$ cat config.mk
export PLATFORM = sky130hd
export DESIGN_NAME = kf6845_vertical_control
export DESIGN_NICKNAME = d
export VERILOG_FILES = /design/src/rtl/kf6845_vertical_control.sv
export SDC_FILE = /design/constraint.sdc
export NUM_CORES = 1
export LEC_CHECK = 0
export CAP_MARGIN = 20
export CORE_MARGIN = 5
export CORE_UTILIZATION = 61
export CTS_CLUSTER_SIZE = 40
export DETAILED_ROUTE_END_ITERATION = 10
export PLACE_DENSITY = 0.93
export REMOVE_ABC_BUFFERS = 1
export SETUP_SLACK_MARGIN = 0.3
export SYNTH_ARGS = -nofsm -noshare
export SYNTH_HDL_FRONTEND = slang
export SYNTH_SLANG_ARGS = --single-unit
$ cat constraint.sdc
create_clock -name clock -period 7 [get_ports clock]
set_input_delay 0.7 -clock clock [delete_from_list [all_inputs] [get_ports clock]]
set_output_delay 0.7 -clock clock [all_outputs]
set_load 0.02 [all_outputs]
$ cat src/rtl/kf6845_vertical_control.sv
// KF6845 CRTC vertical timing: scan-line / character-row counters, vertical display enable and VSYNC.
// Counters and VSYNC move one clock after a qualified Horizontal_End; Vertical_End and V_Display are combinational.
module kf6845_vertical_control (
    input  logic       clock,
    input  logic       reset,
    input  logic       video_clock_enable,
    input  logic [7:0] internal_data_bus,
    input  logic       write_vertical_total_register,
    input  logic       write_vertical_total_adjust_register,
    input  logic       write_vertical_displayed_register,
    input  logic       write_vertical_sync_position_register,
    input  logic       write_maximum_scan_line_register,
    input  logic       Horizontal_End,
    output logic [4:0] row_address,
    output logic [6:0] vertical_row_counter,
    output logic       V_Display,
    output logic       VSYNC,
    output logic       Vertical_End
);

    typedef enum logic {ROWS, ADJUST} state_t;

    state_t     state;
    state_t     next_state;
    logic [6:0] vertical_total;
    logic [4:0] vertical_total_adjust;
    logic [6:0] vertical_displayed;
    logic [6:0] vertical_sync_position;
    logic [4:0] maximum_scan_line;
    logic [3:0] sync_count;

    logic       adv;
    logic       ra_at_max;
    logic       row_at_total;
    logic       adjust_last;
    logic       frame_end;
    logic       sync_trigger;
    logic [4:0] next_ra;
    logic [6:0] next_row;

    always_ff @(posedge clock or posedge reset) begin
        if (reset) begin
            vertical_total         <= 7'd0;
            vertical_total_adjust  <= 5'd0;
            vertical_displayed     <= 7'd0;
            vertical_sync_position <= 7'd0;
            maximum_scan_line      <= 5'd0;
        end else begin
            if (write_vertical_total_register)         vertical_total         <= internal_data_bus[6:0];
            if (write_vertical_total_adjust_register)  vertical_total_adjust  <= internal_data_bus[4:0];
            if (write_vertical_displayed_register)     vertical_displayed     <= internal_data_bus[6:0];
            if (write_vertical_sync_position_register) vertical_sync_position <= internal_data_bus[6:0];
            if (write_maximum_scan_line_register)      maximum_scan_line      <= internal_data_bus[4:0];
        end
    end

    assign adv          = video_clock_enable & Horizontal_End;
    assign ra_at_max    = (row_address == maximum_scan_line);
    assign row_at_total = (vertical_row_counter == vertical_total);
    // In ADJUST the adjust lines are numbered 0..R5-1; a short rewrite lets RA wrap at 5 bits.
    assign adjust_last  = (row_address == (vertical_total_adjust - 5'd1));

    always_comb begin
        next_state = state;
        next_ra    = row_address + 5'd1;
        next_row   = vertical_row_counter;
        frame_end  = 1'b0;
        case (state)
            ROWS: begin
                if (ra_at_max) begin
                    next_ra = 5'd0;
                    if (!row_at_total) begin
                        next_row = vertical_row_counter + 7'd1;
                    end else if (vertical_total_adjust == 5'd0) begin
                        next_row  = 7'd0;
                        frame_end = 1'b1;
                    end else begin
                        next_state = ADJUST;
                    end
                end
            end
            ADJUST: begin
                if (adjust_last) begin
                    next_state = ROWS;
                    next_ra    = 5'd0;
                    next_row   = 7'd0;
                    frame_end  = 1'b1;
                end
            end
            default: next_state = ROWS;
        endcase
    end

    assign Vertical_End = adv & frame_end;
    assign V_Display    = (state == ROWS) && (vertical_row_counter < vertical_displayed);
    assign sync_trigger = adv && (next_state == ROWS) && (next_row == vertical_sync_position)
                          && (next_ra == 5'd0);

    always_ff @(posedge clock or posedge reset) begin
        if (reset) begin
            state                <= ROWS;
            row_address          <= 5'd0;
            vertical_row_counter <= 7'd0;
            VSYNC                <= 1'b0;
            sync_count           <= 4'd0;
        end else begin
            if (adv) begin
                state                <= next_state;
                row_address          <= next_ra;
                vertical_row_counter <= next_row;
            end
            // Sync width is counted in lines, independent of frame boundaries.
            if (VSYNC) begin
                if (adv) begin
                    sync_count <= sync_count + 4'd1;
                    if (sync_count == 4'd15) VSYNC <= 1'b0;
                end
            end else if (sync_trigger) begin
                VSYNC      <= 1'b1;
                sync_count <= 4'd0;
            end
        end
    end

endmodule

==> results.yml <==
run_status:
  status: "finished, final reports clean"
global_route:
  grt_usage: 0.233
  grt_max_degree: 50
  use_met2: 0.382
  grt_pass1_wl_um: 11600
  grt-busiest-layer: "met2"
  globalRouteMet1Util: 0.307
  grt_pass1_vias: 2327
  grt_use_met3: 0.0448
  overflow: 0
  antenna_found_initial: 0
power_and_ir_drop:
  power.internal_mw: 0.608
  p_leak_nw: 1.44
  power_density_nw_per_um2: 282
  swShare: 0.378
  peakVddDrop_mv: 0.141
  power_frac_seq: 0.420
  clockPowerShare: 0.212
  p_sw_mw: 0.369
  combPwrFrac: 0.368
timing:
  setup_viol: 0
  relSlewSlack: 0.562
  rsz0062_at_grt: "no"
  tightest_slew_ns: 0.655
  timing.fmax_mhz: 283
  hold_viol_final: 0
  report.final.slew_viol_count: 0
  fin_crit_ns: 3.54
  post-route-period-util: 0.506
  clock_skew_ns: 0.00913
  setup_tns_ns: 0
synth:
  ys_top_cells_by_area: "dfrtp_1 (40%), mux2_2 (7.8%), nand2_1 (5.1%), o21ai_0 (4.5%), ha_1 (4.1%)"
  yosysMostFrequentCell: "dfrtp_1"
  synth.top_cell.area_share: 0.404
  synthArstFlopShare: 1.00
  syn_area_per_cell_um2: 9.94
  yosys.area.top_type: "dfrtp_1"
  synthesis.area_um2: 3030
  yosys_warnings: 0
  synth-simple-area-share: 0.197
  yosys-top-cells-count: "dfrtp_1 (49), nand2_1 (41), o21ai_0 (27)"
  seq_area_frac_synth: 0.404
  synth_fa_ha_area_frac: 0.0413
  synth-edff-count: 0
  postSynthCellCount: 305
  synth-seq-cells: 49
  synth.distinct_cells: 56
  synth_mux_area_frac: 0.0780
  synth-xor-area-share: 0.0776
  synth_compound_area_frac: 0.154
  synth_ff_type: "dfrtp_1"
  synth_top_family_by_area: "simple AND/OR/NAND/NOR gates"
floorplan:
  core_area_um2: 4790
  die_h_um: 80.5
  initial_utilization: 0.633
  die_x_um: 80.5
  ioPinCount: 32
  die_area_um2: 6480
  row_count: 25
layout:
  utilization: 0.724
  nets: 356
  area_delta_synth_final_pct: 14.3
  antenna_cells: 0
  drive_above_1_share: 0.170
  final_area_um2: 3470
drt:
  dr.first_iter.drc_count: 244
  drt-vias-per-instance: 6.09
  drtAntennaViolNets: 0
  vias: 2417
  drc: 0
  routedWlPerCell_um: 17.0
  drt-pass1-iter-count: 7
  drt-total-wl_um: 6760
clock_tree:
  cts.repair.resized: 0
  cts_buffer_depth: 2
  clk_pin_slew_ns: 0.09
  post_cts_buffers: 0
  numClockSinks: 49
  cts_hold_buf: 0
  htree_levels: 2
  cts_root_buf: "clkbuf_8"
  clk_latency_ns: 0.30
  cts_tree: "yes"
  numCtsBuffers: 5
worst_hold_path:
  hold_class: "flip-flop to flip-flop"
  hp-start: "vertical_displayed[0]$_DFFE_PP0P_"
critical_path:
  path_max_fanout: 12
  cp-start-kind: "flip-flop"
  arrival_ns: 2.84
  path_class: "flip-flop to output port"
  worstSetupStartpoint: "vertical_row_counter[0]$_DFFE_PP0P_"
  crit_required_ns: 6.30
  r2r_start: "vertical_row_counter[0]$_DFFE_PP0P_"
  endpoint_kind: "output port"
run:
  cap_viol_max_count: 0
place:
  place_area_um2: 3330
  portBuffers: 30
  place_hpwl_um: 4750
  gp_congestion: 0.863
==> state kept, by name, indices dropped and copies added (netlist names) <==
| name | count |
|---|---|
| VSYNC | 1 |
| maximum_scan_line | 5 |
| row_address | 5 |
| state | 1 |
| sync_count | 4 |
| vertical_displayed | 7 |
| vertical_row_counter | 7 |
| vertical_sync_position | 7 |
| vertical_total | 7 |
| vertical_total_adjust | 5 |
==> power groups by stage <==
stage | Sequential (mW) | Clock [mW] | Combinational, mW
after floorplan | 0.416 | 0 | 0.227
after global placement | 0.409 | 0 | 0.341
after detailed placement | 0.414 | 0 | 0.354
after CTS | 0.408 | 0.212 | 0.359
after global routing | 0.419 | 0.225 | 0.395
final | 0.410 | 0.207 | 0.359
==> layout by cell type (no fill, tap or decap), drive strengths merged, types with 5 or more instances in the layout <==
| cell type | count |
|---|---|
| ha | 10 |
| inv | 15 |
| clkdlybuf4s50 | 30 |
| a21o | 5 |
| o21ai | 34 |
| mux2 | 21 |
| nor3 | 11 |
| nand2 | 43 |
| a21oi | 7 |
| o31ai | 5 |
| xor2 | 10 |
| clkbuf | 7 |
| nand3 | 10 |
| nor2 | 11 |
| xnor2 | 13 |
| dfrtp | 49 |
==> cell families after synthesis <==
family | after synthesis
xor+xnor | 23
mux | 21
fa+ha+maj | 10
compound gates | 70
simple gates | 103
buf+inv | 29
flops | 49
==> critical path, stage by stage (launching register included) <==
cell and delay, ns:
dfrtp_1 0.60, nand2b_1 0.25, a21o_1 0.17, a21o_1 0.17, a21oi_1 0.16, nor2b_1 0.06, o21ai_0 0.16, nand2b_1 0.08
a211oi_1 0.23, clkdlybuf4s50_1 0.64
==> path summary, 6_finish.rpt <==
path | slack [ns] | cells after the start | to
worst max register to register | 3.96 | 9 | sync_count[3]$_DFFE_PP0P_
worst min-delay path | 0.53 | 1 | vertical_displayed[0]$_DFFE_PP0P_
worst min register to register | 0.53 | 1 | vertical_displayed[0]$_DFFE_PP0P_
max in group asynchronous | 5.99 | 3 | state$_DFFE_PP0P_
worst max-delay path | 3.46 | 9 | V_Display
min in group asynchronous | 0.57 | 2 | vertical_total_adjust[4]$_DFFE_PP0P_
==> area by class of cell <==
cell class	count	area (um2)
Inverter	15	56.3
Multi-Input combinational cell	227	1660
Sequential cell	49	1230
Clock inverter	1	30.0
Clock buffer	7	86.3
Fill cell	347	1320
Timing Repair Buffer	31	320
Tap cell	67	83.8
==> metrics by stage <==
step,power [mW],hold slack [ns],instances,setup slack [ns]
2_1_floorplan,0.643,0.482,291,4.22
3_3_place_gp,0.749,0.501,388,3.83
3_5_place_dp,0.767,0.506,388,3.78
4_1_cts,0.979,0.525,396,3.43
5_1_grt,1.04,0.543,397,3.30
6_report,0.977,0.525,397,3.46
==> per-layer routing <==
metal	vias to the layer above	part of all wire
met4	0	0.019
met3	15	0.074
li1	1134	-
met1	1158	0.41
met2	110	0.50
met5	-	0
(Power assumes the default switching activity.)
==> patch 1, RTL diff (same settings) <==
Add an input register stage for `write_vertical_sync_position_register`, cleared by the reset; this delays it by one clock. The other inputs are not delayed to match.
--- a/src/rtl/kf6845_vertical_control.sv
+++ b/src/rtl/kf6845_vertical_control.sv
@@ -20,4 +20,14 @@
 
     typedef enum logic {ROWS, ADJUST} state_t;
+
+    logic write_vertical_sync_position_register_q;
+
+    always_ff @(posedge clock or posedge reset) begin
+        if (reset) begin
+            write_vertical_sync_position_register_q <= '0;
+        end else begin
+            write_vertical_sync_position_register_q <= write_vertical_sync_position_register;
+        end
+    end
 
     state_t     state;
@@ -50,5 +60,5 @@
             if (write_vertical_total_adjust_register)  vertical_total_adjust  <= internal_data_bus[4:0];
             if (write_vertical_displayed_register)     vertical_displayed     <= internal_data_bus[6:0];
-            if (write_vertical_sync_position_register) vertical_sync_position <= internal_data_bus[6:0];
+            if (write_vertical_sync_position_register_q) vertical_sync_position <= internal_data_bus[6:0];
             if (write_maximum_scan_line_register)      maximum_scan_line      <= internal_data_bus[4:0];
         end
Behaviour: not the same (Yosys sat finds a counterexample within 4 cycles, from zero or initial values and one cycle with reset high).
==> patch 1 against the original RTL <==
  * Area after synthesis grew 6.1%
  * Worst setup slack worse by 0.030 ns
  * Power up 16%
  * Sequential cell count grew 1
  * Wire length grew 6.9%
  * Worst hold slack improved by 0.014 ns
  * Non-clock buffer count is the same
  * Clock skew fell by 0.0034 ns
  * Final area increased by 3.7%
  * Clock power decreased by 21%
  * Highest routed layer unchanged
==> patch 1: results (changes against the original RTL) <==
Setup path
  – Critical Path Start: vertical_row_counter[1]
  – Slowest-stage cell, CP: clkdlybuf4s50_1
  – Setup crit end: V_Display
  – Reg2reg start: vertical_row_counter[0]
  – Worst EP arrival: 2.87 ns (+0.03 ns)
  – R2R setup slack: 4.11 ns (+0.15 ns)
  – RR Endpoint: sync_count[1]
  – R2r worst-path depth: 9 (unchanged)
  – Crit path largest cell delay: 0.65 ns
  – CP max FO: 9 (-3)

Timing
  – Measured slew at the worst slew-check pin: 0.6436 ns (-0.01142 ns)
  – Worst Skew: 0.005763 ns (-0.003367 ns)

GRT
  – First-pass GRT wire length: 12370 µm (+6.7%)
  – Initial antenna violation count: 0 (unchanged)
  – Global-route usage over all layers: 23.96% (+0.71 points)
  – Largest net degree at the start of global routing: 51 (+2.0%)
  – Vias in the first global route: 2520 (+8.3%)

Finish
  – Fraction of final layout cells sized beyond drive strength 1: 15.88% (-1.1 points)
  – Final #Nets: 367 (+3.1%)
  – N_diodes: 0 (unchanged)

CTS
  – CTS H-tree lvls: 2 (unchanged)
  – Max Buffers Root-to-Sink: 2 (unchanged)
  – CTS buffer count: 5 (unchanged)
  – Worst-path clk slew: 0.09 ns (about the same)
  – Clk_lat worst skew: 0.31 ns
  – Resized Gates After CTS: 0 (unchanged)
  – Root buffer cell: clkbuf_8
  – Total setup buffers inserted after CTS: 0 (unchanged)

Logic synthesis
  – Post-synth top cells: 50 x dfrtp_1, 29 x nand2_1, 24 x o21ai_0
  – Synth Area in XOR/XNOR: 7.626% (-0.13 points)
  – Synth Area in Adders: 3.891% (-0.24 points)
  – Mux share of post-synthesis cell area: 7.977% (+0.18 points)
  – FFs w/ async S/R, synth: 100.0% (unchanged)
  – Ys flop type: dfrtp_1
  – Syn. warnings: 0 (unchanged)
  – Seq/Total Area, Yosys: 38.91% (-1.5 points)
  – Compound-cell area share of the yosys netlist: 17.82% (+2.4 points)
  – Top post-synthesis cells by area: dfrtp_1 39%, mux2_2 7.4%, ha_1 3.9%, o21ai_0 3.7%, xnor2_2 3.5%
  – Netlist cell types: 65 (+16%)
  – Post-synthesis cell count: 320 (+4.9%)

Placement
  – GP Congestion: 0.9709 (+13%)
  – IO Port Bufs: 30 (unchanged)
  – Post-DP HPWL: 5317 µm (+12%)
  – Cell count after placement: 402 (+3.6%)

Worst hold path
  – HP Class: flop to flop
  – Hold_sp: vertical_displayed[5]

Route
  – Via count: 2557 (+5.8%)
  – Starting DRT DRC Count: 260 (+6.6%)
  – Routed len/inst: 17.62 µm (+3.5%)
  – DR pass1 iterations: 5 (-2)
  – Final wirelength: 7226 µm (+6.9%)

Status
  – Outcome: finished clean

Pwr
  – VDD IR max: 0.1875 mV (+33%)
  – Leakage: 1.493 nW (+4.0%)
-- patch 1: cell types whose count changed after synthesis, moves of 5 or more --
| cell | unedited run | this run |
|---|---|---|
| nand2_1 | 41 | 29 |
| nor2_1 | 6 | 14 |
| nand3_1 | 9 | 15 |
| xor2_1 | 10 | 4 |
| o21ai_1 | 7 | 2 |
| xnor2_2 | 2 | 7 |
-- patch 1: cell type report --
| cell class | instances | area [µm²] |
|---|---|---|
| clock buffers | 6 | 72.57 |
| clock inverters | 1 | 7.507 |
| fillers | 404 | 1513 |
| inverters | 16 | 60.06 |
| multi-input cells | 236 | 1795 |
| flip-flops and latches | 50 | 1251 |
| well taps | 70 | 87.58 |
| repair buffers | 31 | 320.3 |
-- patch 1: worst max-delay path: cells and delay by family (launching register included) --
kind	cells	cell delay [ns]
and+or+nand+nor	2	0.14
AOI/OAI and AO/OA	5	0.92
buffers and inverters	1	0.65
adders and majority gates	1	0.34
DFF	1	0.52
-- patch 1: power breakdown --
part,switching (mW),leakage (nW),internal [mW]
sequential,0.122,0.602,0.335
combinational,0.270,0.854,0.246
clock,0.0952,0.0373,0.0688
-- patch 1: cell families (layout without fill, tap and decap cells) --
| logic type | after synthesis | count (layout) |
|---|---|---|
| and+or+nand+nor | 104 | 104 |
| muxes | 23 | 23 |
| adders and majority gates | 10 | 10 |
| buffers and inverters | 34 | 54 |
| DFF | 50 | 50 |
| xor gates and xnor gates | 22 | 22 |
| AOI/OAI and AO/OA | 77 | 77 |
-- patch 1: stage by stage --
| stage | instance area, µm² | worst slack (ns) | hold slack, ns | power, mW | utilization, % |
|---|---|---|---|---|---|
| 2_1_floorplan | 3107 | 4.203 | 0.4817 | 0.7976 | - |
| 3_3_place_gp | 3495 | 3.818 | 0.4961 | 0.9477 | 68.42 |
| 3_5_place_dp | 3495 | 3.800 | 0.5221 | 0.9704 | 68.42 |
| 4_1_cts | 3575 | 3.469 | 0.5416 | 1.133 | 69.99 |
| 5_1_grt | 3595 | 3.297 | 0.5629 | 1.215 | 70.38 |
| 6_report | 3595 | 3.430 | 0.5392 | 1.138 | 70.38 |
-- patch 1: metal layers --
metal	share of wire (%)	track usage (%)	up-vias	wire [µm]
li1	-	-	1203	-
met1	43	32.59	1241	3085
met2	48	38.38	94	3500
met3	6.2	4.013	19	445
met4	2.7	8.987	0	194
met5	0	0	-	0
-- patch 1: worst min-delay path by stage --
stage                       endpoint  slack, ns  cells after the start
3_3_place_gp   vertical_displayed[0]       0.50                      1
2_1_floorplan  vertical_displayed[0]       0.48                      1
3_5_place_dp   vertical_displayed[6]       0.52                      2
6_report       vertical_displayed[5]       0.54                      2
5_1_grt        vertical_displayed[0]       0.56                      1
4_1_cts        vertical_displayed[5]       0.54                      2
==> patch 2, RTL diff (same flow settings) <==
Made on the original files. Reset style: synchronous (`reset`), changed in 2 clocked blocks.
--- a/src/rtl/kf6845_vertical_control.sv
+++ b/src/rtl/kf6845_vertical_control.sv
@@ -39,5 +39,5 @@
     logic [6:0] next_row;
 
-    always_ff @(posedge clock or posedge reset) begin
+    always_ff @(posedge clock) begin
         if (reset) begin
             vertical_total         <= 7'd0;
@@ -97,5 +97,5 @@
                           && (next_ra == 5'd0);
 
-    always_ff @(posedge clock or posedge reset) begin
+    always_ff @(posedge clock) begin
         if (reset) begin
             state                <= ROWS;
Formal check against the unedited RTL: differs if reset is asserted again (counterexample within 4 cycles, from zero or initial values and one cycle with reset high); with reset held inactive, the same outputs for 10 cycles.
==> patch 2 against the original RTL <==
  * Clock skew shrank 0.0022 ns
  * Sequential share of layout area shrank 5.5 points
  * Count of clock-buffer cells in the layout down 1
  * Area after synthesis is 4.6% lower
  * Final area fell by 5.2%
  * Non-clock buffer count unchanged
  * Worst hold slack got worse by 0.030 ns
  * Wire length increased by 0.95%
  * Worst setup slack got worse by 0.086 ns
  * Sequential cell count is the same
  * Critical path type unchanged
  * Critical endpoint is now Vertical_End
Power is not compared: it rests on default switching activity, and its combinational part moved more than twofold at a synthesized area within 25%.
==> patch 2: results (changes against the original RTL) <==
Placement
  – Post-DP HPWL: 4951 µm (+4.2%)
  – Placed Area: 0.003176 mm² (-4.6%)
  – Cell count after placement: 413 (+6.4%)
  – GP Congestion: 0.9452 (+9.6%)

GRT
  – First-pass GRT wire length: 11430 µm (-1.4%)
  – Vias in the first global route: 2489 (+7.0%)
  – Global-route usage over all layers: 22.74% (-0.51 points)
  – Largest net degree at the start of global routing: 48 (-4.0%)

Logic synthesis
  – Ys flop type: dfxtp_1
  – Post-synth top cells: 51 x nor2_1, 49 x dfxtp_1, 31 x mux2i_1
  – Netlist cell types: 59 (+5.4%)
  – FFs w/ async S/R, synth: 0% (-100 points)
  – Post-synthesis cell count: 350 (+15%)
  – Seq/Total Area, Yosys: 33.92% (-6.5 points)
  – Top post-synthesis cells by area: dfxtp_1 34%, mux2i_1 11%, nor2_1 6.6%, xor2_1 5.1%, ha_1 4.3%

Finish
  – Fraction of final layout cells sized beyond drive strength 1: 4.632% (-12 points)
  – Filler Cell Count: 362 (+4.3%)
  – Final #Nets: 393 (+10%)
  – N_diodes: 0 (unchanged)

CTS
  – Worst-path clk slew: 0.09 ns (about the same)
  – Total setup buffers inserted after CTS: 0 (unchanged)
  – CTS H-tree lvls: 2 (unchanged)
  – CTS buffer count: 5 (unchanged)
  – Root buffer cell: clkbuf_8

Pwr
  – Leakage: 1.403 nW
  – Int Pwr: 0.4447 mW
  – VDD IR max: 0.2025 mV

Timing
  – Fin Hold WS: 0.4958 ns (-0.02971 ns)
  – Worst Skew: 0.006898 ns (-0.002232 ns)
  – Tmin final: 3.625 ns (+0.08574 ns)
  – Measured slew at the worst slew-check pin: 0.6399 ns (-0.01505 ns)

Setup path
  – CP max FO: 5 (-7)
  – Worst EP arrival: 2.93 ns (+0.09 ns)
  – R2R setup slack: 3.51 ns (-0.45 ns)

Route
  – Average vias per placed instance: 6.252 (+2.7%)
  – Starting DRT DRC Count: 309 (+27%)
  – DR pass1 iterations: 6 (-1)
  – Via count: 2632 (+8.9%)
  – Routed len/inst: 16.21 µm (-4.8%)

Status
  – Outcome: finished clean
-- patch 2: path summary, 6_finish.rpt --
| path | startpoint | end | depth (start not counted) |
|---|---|---|---|
| max reg2reg | vertical_total_adjust[0] | sync_count[3] | 11 |
| min reg2reg | vertical_displayed[6] | vertical_displayed[6] | 2 |
| min | vertical_displayed[6] | vertical_displayed[6] | 2 |
| max | vertical_total_adjust[0] | Vertical_End | 8 |
-- patch 2: power groups by stage --
stage	combinational, mW	sequential [mW]	clock [mW]
global placement	0.109	0.308	0
CTS	0.113	0.303	0.208
detailed placement	0.112	0.309	0
finish	0.114	0.303	0.206
global route	0.124	0.305	0.220
floorplan	0.0702	0.307	0
-- patch 2: cell families after synthesis --
group | after synthesis | synth area share (%)
adders and majority gates | 10 | 4.327
DFF | 49 | 33.92
buffers and inverters | 37 | 5.106
xor gates and xnor gates | 22 | 6.664
muxes | 32 | 11.12
AOI/OAI and AO/OA | 62 | 15.10
and+or+nand+nor | 138 | 23.76
-- patch 2: layout make-up --
cell class	count	area, µm²	area share, %
multi-input cells	264	1763	53.64
clock buffers	6	72.57	2.208
clock inverters	2	38.79	1.180
inverters	15	56.30	1.713
well taps	54	67.56	2.056
flip-flops and latches	49	980.9	29.84
repair buffers	31	307.8	9.364
-- patch 2: per-layer routing --
metal / vias up / wire [µm] / global-route usage (%)
met5: - / 0 / 0
met2: 101 / 3282 / 39.05
met1: 1246 / 3003 / 28.60
li1: 1265 / - / -
met4: 0 / 137 / 7.216
met3: 20 / 402 / 4.649
-- patch 2: critical path: cells and delay by family, from the launching register on --
kind | cells | cell delay, ns
compound gates | 3 | 0.82
fa+ha+maj | 1 | 0.23
buf+inv | 2 | 0.69
flops | 1 | 0.39
simple gates | 2 | 0.48
